### config.mk
export PLATFORM = sky130hd
export DESIGN_NAME = fwd_hazard_unit
export DESIGN_NICKNAME = d
export VERILOG_FILES = /design/src/rtl/fwd_pkg.sv /design/src/rtl/fwd_match.sv /design/src/rtl/fwd_hazard_unit.sv
export SDC_FILE = /design/constraint.sdc
export NUM_CORES = 1
export LEC_CHECK = 0
export CAP_MARGIN = 30
export CORE_UTILIZATION = 50
export DETAILED_ROUTE_END_ITERATION = 7
export GPL_TIMING_DRIVEN = 0
export PLACE_DENSITY_LB_ADDON = 0.08
export SYNTH_ARGS = -nofsm -noshare
export SYNTH_HDL_FRONTEND = slang
export SYNTH_SLANG_ARGS = --single-unit
### constraint.sdc
create_clock -name clk_i -period 2.85 [get_ports clk_i]
set_input_delay 0.855 -clock clk_i [delete_from_list [all_inputs] [get_ports clk_i]]
set_output_delay 0.855 -clock clk_i [all_outputs]
set_load 0.05 [all_outputs]
### src/rtl/fwd_pkg.sv
// Shared types and constants for the LEGv8 forwarding / load-use hazard unit.
// Optional post-WB forwarding is enabled by defining FWD_WB3_EN.
package fwd_pkg;

    localparam int unsigned REG_W = 5;
    localparam logic [REG_W-1:0] XZR = 5'd31;

    typedef enum logic [1:0] {
        FWD_RF  = 2'b00,
        FWD_WB  = 2'b01,
        FWD_MEM = 2'b10,
        FWD_WB3 = 2'b11
    } fwd_sel_t;

    typedef struct packed {
        logic             valid;
        logic [REG_W-1:0] rd;
        logic             regwrite;
        logic             memread;
    } stage_tag_t;

    typedef enum logic {
        RUN,
        STALL
    } state_t;

    // A stage can source forwarding only if it holds a real register-writing producer.
    function automatic logic tag_hit(stage_tag_t tag, logic [REG_W-1:0] rs);
        return tag.valid && tag.regwrite && (tag.rd == rs) && (rs != XZR);
    endfunction

endpackage

### src/rtl/fwd_match.sv
// Per-operand forwarding select: youngest matching producer wins.
// With FWD_WB3_EN defined, the WB-stage tag is also checked and yields FWD_WB3.
module fwd_match
    import fwd_pkg::*;
(
    input  logic [REG_W-1:0] rs_i,
    input  stage_tag_t       ex_i,
    input  stage_tag_t       mem_i,
`ifdef FWD_WB3_EN
    input  stage_tag_t       wb_i,
`endif
    output fwd_sel_t         sel_o
);

    always_comb begin
        sel_o = FWD_RF;
        if (tag_hit(ex_i, rs_i)) begin
            sel_o = FWD_MEM;
        end else if (tag_hit(mem_i, rs_i)) begin
            sel_o = FWD_WB;
`ifdef FWD_WB3_EN
        end else if (tag_hit(wb_i, rs_i)) begin
            sel_o = FWD_WB3;
`endif
        end
    end

    logic unused_memread;
    assign unused_memread = ex_i.memread ^ mem_i.memread;

endmodule

### src/rtl/fwd_hazard_unit.sv
// Forwarding and load-use hazard controller: EX/MEM/WB destination shadows,
// registered EX operand selects and a one-bubble load-use stall. Macro: FWD_WB3_EN.
module fwd_hazard_unit
    import fwd_pkg::*;
#(
    parameter int unsigned CNT_W = 16
) (
    input  logic             clk_i,
    input  logic             rst_ni,
    input  logic             id_valid_i,
    input  logic [REG_W-1:0] id_rn_i,
    input  logic [REG_W-1:0] id_rm_i,
    input  logic [REG_W-1:0] id_rd_i,
    input  logic             id_regwrite_i,
    input  logic             id_memread_i,
    input  logic             flush_i,
    output logic             stall_o,
    output logic             ex_valid_o,
    output logic [1:0]       fwd_a_o,
    output logic [1:0]       fwd_b_o,
    output logic [CNT_W-1:0] stall_count_o
);

    stage_tag_t       ex_q, ex_d, mem_q, wb_q;
    fwd_sel_t         fwd_a_q, fwd_a_d, fwd_b_q, fwd_b_d;
    fwd_sel_t         sel_a, sel_b;
    state_t           state_q, state_d;
    logic [CNT_W-1:0] cnt_q, cnt_d;
    logic             hazard;

    fwd_match u_match_a (
        .rs_i  (id_rn_i),
        .ex_i  (ex_q),
        .mem_i (mem_q),
`ifdef FWD_WB3_EN
        .wb_i  (wb_q),
`endif
        .sel_o (sel_a)
    );

    fwd_match u_match_b (
        .rs_i  (id_rm_i),
        .ex_i  (ex_q),
        .mem_i (mem_q),
`ifdef FWD_WB3_EN
        .wb_i  (wb_q),
`endif
        .sel_o (sel_b)
    );

    // Loads resolve in MEM, so a consumer directly behind a load needs one bubble.
    always_comb begin
        hazard = (state_q == RUN) && id_valid_i && ex_q.valid && ex_q.memread &&
                 (ex_q.rd != XZR) && ((ex_q.rd == id_rn_i) || (ex_q.rd == id_rm_i));
        stall_o = hazard && !flush_i;
    end

    always_comb begin
        ex_d    = '0;
        fwd_a_d = FWD_RF;
        fwd_b_d = FWD_RF;
        state_d = RUN;
        cnt_d   = cnt_q;
        if (flush_i) begin
            state_d = RUN;
        end else if (hazard) begin
            state_d = STALL;
            if (cnt_q != '1) begin
                cnt_d = cnt_q + CNT_W'(1);
            end
        end else if (id_valid_i) begin
            ex_d.valid    = 1'b1;
            ex_d.rd       = id_rd_i;
            ex_d.regwrite = id_regwrite_i;
            ex_d.memread  = id_memread_i;
            fwd_a_d       = sel_a;
            fwd_b_d       = sel_b;
        end
    end

    always_ff @(posedge clk_i or negedge rst_ni) begin
        if (!rst_ni) begin
            ex_q    <= '0;
            mem_q   <= '0;
            wb_q    <= '0;
            fwd_a_q <= FWD_RF;
            fwd_b_q <= FWD_RF;
            state_q <= RUN;
            cnt_q   <= '0;
        end else begin
            ex_q    <= ex_d;
            mem_q   <= ex_q;
            wb_q    <= mem_q;
            fwd_a_q <= fwd_a_d;
            fwd_b_q <= fwd_b_d;
            state_q <= state_d;
            cnt_q   <= cnt_d;
        end
    end

    assign ex_valid_o    = ex_q.valid;
    assign fwd_a_o       = fwd_a_q;
    assign fwd_b_o       = fwd_b_q;
    assign stall_count_o = cnt_q;

    // The WB shadow only feeds the post-WB select; its load flag is never needed.
    logic unused_wb;
    assign unused_wb = ^wb_q;

endmodule

# --- Word-level counts from Yosys, hierarchy flattened ---
# Cells that the tools add are included.
classes:
  n_eq_ne: 8
  bitwise: 2
  n_mux: 15
  shift: 0
  reduce_logical: 19
  order_cmp: 0
  n_mul: 0
  addsub: 1
  div_mod_pow: 0
op_table:
  columns: ["cell", "n"]
  rows:
  - ["2-to-1 mux 8 bit", 3]
  - ["equality test 5 bit", 4]
  - ["adder 16 x 1 -> 16 bit (second input constant)", 1]
  - ["logical AND 1 bit", 16]
  - ["2-to-1 mux 2 bit", 8]
  - ["!= test 16 bit (second input constant)", 1]
  - ["!= test 5 bit (second input constant)", 3]
  - ["2-to-1 mux 1 bit", 4]
  - ["AND reduction 3 bit", 1]
  - ["NOT 1 bit", 2]
  - ["zero test 1 bit", 1]
  - ["logical OR 1 bit", 1]
word_totals:
  register_bits: 36
  romBits: 0
  mem_count: 0
  output_inout_bits: 22
  latchBits: 0
  mem_bits_rw: 0
  input_bits: 21

# --- Logic depth before layout (Yosys ltp) ---
depth:
  depth_word: 8
  depth_mapped: 7
  ltp_nobuf: 7

# --- Cells and area by module ---
# From an unflattened synthesis, not the netlist that was laid out.
hier_totals:
  cells_unflattened: 173
  area_unflattened_um2: 1958.1
modules_own_cells:
  columns: ["mod", "n_inst", "area_per_inst_um2", "cells_each"]
  rows:
  - ["fwd_hazard_unit", 1, 1652.8, 135]
  - ["fwd_match", 2, 152.6, 19]

# --- Least setup slack after synthesis ---
# OpenSTA, ideal clock, no wires.
synth_path:
  path_type: "in2out"
  start: "input port id_rm_i[3]"
  end: "output port stall_o"
  t_arrival_ns: 2.213
  stages: 6
  n_path_buf: 0
  setup_slack_ns: -0.218
  cell_sequence: "xor2_1 > nor3_2 > nand3_2 > nand2_1 > nand2_1 > nor2_1"
synth_between:
  elab_chain_len: 4
synth_lines:
  columns: ["item", "line", "text"]
  rows:
  - ["start, declared", "fwd_hazard_unit.sv:12", "input logic [REG_W-1:0] id_rm_i,"]
  - ["equality test 5 bit", "fwd_hazard_unit.sv:54", "(ex_q.rd != XZR) && ((ex_q.rd == id_rn_i) || (ex_q.rd == id_rm_i));"]
  - ["logical OR 1 bit", "fwd_hazard_unit.sv:54", null]
  - ["logical AND 1 bit", "fwd_hazard_unit.sv:54", null]
  - ["logical AND 1 bit", "fwd_hazard_unit.sv:55", "stall_o = hazard && !flush_i;"]
  - ["end, declared", "fwd_hazard_unit.sv:17", "output logic stall_o,"]
# Every way passes these cells.

# --- Final worst setup path ---
layout_path:
  start: "input port id_rn_i[0]"
  end: "output port stall_o"
layout_between:
  elab_chain_len: 4
layout_lines:
  columns: ["item", "line", "text"]
  rows:
  - ["start, declared", "fwd_hazard_unit.sv:11", "input logic [REG_W-1:0] id_rn_i,"]
  - ["equality test 5 bit", "fwd_hazard_unit.sv:54", null]
  - ["logical OR 1 bit", "fwd_hazard_unit.sv:54", null]
  - ["logical AND 1 bit", "fwd_hazard_unit.sv:54", null]
  - ["logical AND 1 bit", "fwd_hazard_unit.sv:55", null]
# Every way passes these cells.

==> results_dict.tcl <==
set metrics [dict create \
    syn_nets 172 \
    dp_hpwl_um 2497 \
    grt_pass1_vias 1278 \
    final_util 0.7238 \
    globalRouteOverflowTotal 0 \
    top_usage_layer "met2" \
    drv_cap 0 \
    reg2reg_depth 8 \
    finalPower_mw 0.9174 \
    clock-sinks 36 \
    drv_slew 0 \
    required_ns 2.00 \
    wl_um 3456 \
    path_class "in -> out" \
    finalNetCount 227 \
    die_y_um 60.62 \
    syn_to_final_growth_pct 32.85 \
    drc 0 \
    vias 1329 \
    gr-usage-met1 0.2673 \
    grt.total_usage 0.2090 \
    cp-start-kind "input pin" \
    whs_path_depth 0 \
    hold_start "ex_q[1]" \
    drt_first_pass_iters 4 \
    grt_pass1_wl_um 5506 \
    synth_cells 150 \
    root_buffer "clkbuf_4" \
    syn_area_mm2 0.001718 \
    htree_levels 2 \
    place_congestion 0.8526 \
    avgSynthCellArea_um2 11.45 \
    nFillCells 264 \
    cts_buffers 5 \
    synthTopCellsByArea "dfrtp_1 52%, xnor2_1 11%, xor2_1 5.6%" \
    power-per-cell-area_mw_per_mm2 402.0 \
    use_met3 0.07249 \
    leakage_nw 0.9843 \
    via_per_inst 5.337 \
    netlist.area_leader.share 0.5244 \
    cp.arrival_ns 1.92 \
    clock_skew_ns 0.01476 \
    drive_above_1_share 0.1707 \
    regToRegSetupSlack_ns 0.66 \
    rows 20 \
    fin_crit_sh 0.9735 \
    stdcell_count 249 \
    worstHoldEndpoint "mem_q[1]" \
    yosysTopAreaCell "dfrtp_1" \
    grt_use_met2 0.3312 \
    cts_tree "yes" \
    cts.path.max_buffers 2 \
    finalSetupViolations 0 \
    grt_max_degree 37 \
    coreArea_mm2 0.003153 \
    status "finished, final reports clean" \
    clk_pin_slew_worst_paths_ns 0.11 \
    placed_cell_area_mm2 0.002191 \
    dieArea_mm2 0.003674 \
    timing.rr.start "ex_q[6]" \
    fp.dieW_um 60.62 \
    tightest_slew_ns 0.7675 \
    relSlewSlack 0.4883 \
    design_area_mm2 0.002282 \
    diodes 0 \
    ys_seq_area_frac 0.5244 \
    hold_path_class "reg -> reg" \
    ios 43 \
    synth_seq_cells 36 \
    wl_per_cell_um 13.88 \
    synth_warnings 0 \
    crit_path_max_fanout 3 \
    min_period_ns 2.775 \
    dp_cells 236 \
    ys_types 31 \
    antenna_found_initial 0 \
    max_freq_mhz 360.4 \
    hold_violations 0 \
    critPathCaptureType "primary output" \
    postRouteAntennaNets 0 \
    clk_latency_ns 0.34 \
    drt_iter0_drc 72 \
    initial_core_util 0.5448 \
    io_buffers 42 \
    worst_r2r_endpoint "stall_count_o[13]" \
    max-vdd-ir-drop_mv 0.2946 \
]
-- final cells by class --
| class | instances | area [µm²] | area share |
|---|---|---|---|
| buffer | 1 | 3.754 | 0.001645 |
| clock buffer | 7 | 65.06 | 0.02851 |
| multi-input combinational | 113 | 825.8 | 0.3618 |
| tap | 44 | 55.05 | 0.02412 |
| timing repair buffer | 48 | 431.7 | 0.1891 |
| sequential | 36 | 900.9 | 0.3947 |
-- metal layers --
| layer | share of wire | routed length (µm) | vias to the layer above |
|---|---|---|---|
| li1 | - | - | 634 |
| met1 | 0.45 | 1559 | 636 |
| met2 | 0.47 | 1631 | 50 |
| met3 | 0.057 | 198 | 9 |
| met4 | 0.019 | 67 | 0 |
| met5 | 0 | 0 | - |
-- layout by cell type (no fill, tap or decap), drive strengths merged --
cell,instances
nand4b,1
mux2,2
nor2,7
xor2,11
o21ai,3
and3b,1
xnor2,22
and4,1
ha,1
nor2b,1
dlygate4sd2,5
nor3,5
a21o,1
and3,6
and2,7
a211oi,2
clkbuf,9
a21oi,1
clkdlybuf4s15,1
and4bb,2
nor4,2
a21boi,1
nand2b,1
buf,12
a31oi,2
nand3,10
dfrtp,36
nand2,13
clkdlybuf4s50,29
nand4,10
-- stage by stage --
stage | worst slack [ns] | TNS [ns] | hold slack [ns]
3_5_place_dp | -1.093 | -1.100 | 0.3611
6_report | 0.07539 | 0 | 0.3631
4_1_cts | 0.005337 | 0 | 0.3711
3_3_place_gp | -1.099 | -1.103 | 0.3598
2_1_floorplan | 0.007302 | 0 | 0.3535
5_1_grt | -0.005807 | -0.005807 | 0.3838
-- worst max-delay path, cell delays in order --
cell,delay [ns]
clkdlybuf4s15_2,0.21
xor2_1,0.16
nor3_2,0.13
nand3_2,0.11
nand2_2,0.09
nand2_1,0.06
nor2_2,0.13
buf_6,0.18
-- worst max path at each step --
stage                           from  endpoint  slack (ns)  cells after the start
final                     id_rn_i[0]   stall_o        0.08                      8
after global routing      id_rn_i[0]   stall_o      -0.006                      8
after CTS                 id_rn_i[2]   stall_o       0.005                      8
after detailed placement  id_rm_i[3]   stall_o       -1.09                      8
after global placement    id_rm_i[3]   stall_o       -1.10                      8
after floorplan           id_rm_i[3]   stall_o       0.007                      6
-- what timing repair did --
item | in CTS | in global routing
gates resized for setup | 32 | 4
hold endpoints to repair | 0 | 0
endpoints found under the setup margin | 1 | 1
hold buffers | 0 | 0
buffers inserted | 5 | 1
pin swaps | 7 | 4
-- registers in the layout, summed over array words and instances, names as in the netlist --
name / count
state_q: 1
fwd_b_o: 2
ex_q: 7
ex_valid_o: 1
fwd_a_o: 2
mem_q: 7
stall_count_o: 16
-- kinds of logic (layout without fill, tap and decap cells) --
group           after synthesis  in the layout  synth area share
buf+inv                       1             56          0.002183
xor+xnor                     33             33            0.1682
compound gates               10             10           0.05754
mux                           2              2           0.01311
simple gates                 67             67            0.2272
fa+ha+maj                     1              1          0.007282
flops                        36             36            0.5244
-- where the power goes --
group	internal, mW	leakage [nW]	total [mW]	switching (mW)
Sequential	0.519	0.494	0.529	0.00980
Combinational	0.0439	0.453	0.0893	0.0454
Clock	0.140	0.0374	0.299	0.159
-- synthesized netlist by cell type --
| library cell | number |
|---|---|
| dfrtp_1 | 36 |
| xnor2_1 | 22 |
| nand2_1 | 13 |
| xor2_1 | 11 |
| nand4_1 | 10 |
| nand3_1 | 8 |
| and2_1 | 7 |
| nor2_1 | 7 |
| and3_1 | 6 |
| nor3_1 | 3 |
| o21ai_0 | 3 |
| and4bb_2 | 2 |
| nand3_2 | 2 |
| nor3_2 | 2 |
| nor4_1 | 2 |
| a211oi_2 | 1 |
| a211oi_4 | 1 |
| a21boi_2 | 1 |
| a21o_1 | 1 |
| a21oi_1 | 1 |
| a31oi_1 | 1 |
| a31oi_4 | 1 |
| and3b_1 | 1 |
| and4_1 | 1 |
| clkbuf_1 | 1 |
| ha_1 | 1 |
| mux2_1 | 1 |
| mux2_2 | 1 |
| nand2b_1 | 1 |
| nand4b_1 | 1 |
| nor2b_1 | 1 |
No activity file was read; power rests on OpenSTA's default activity.
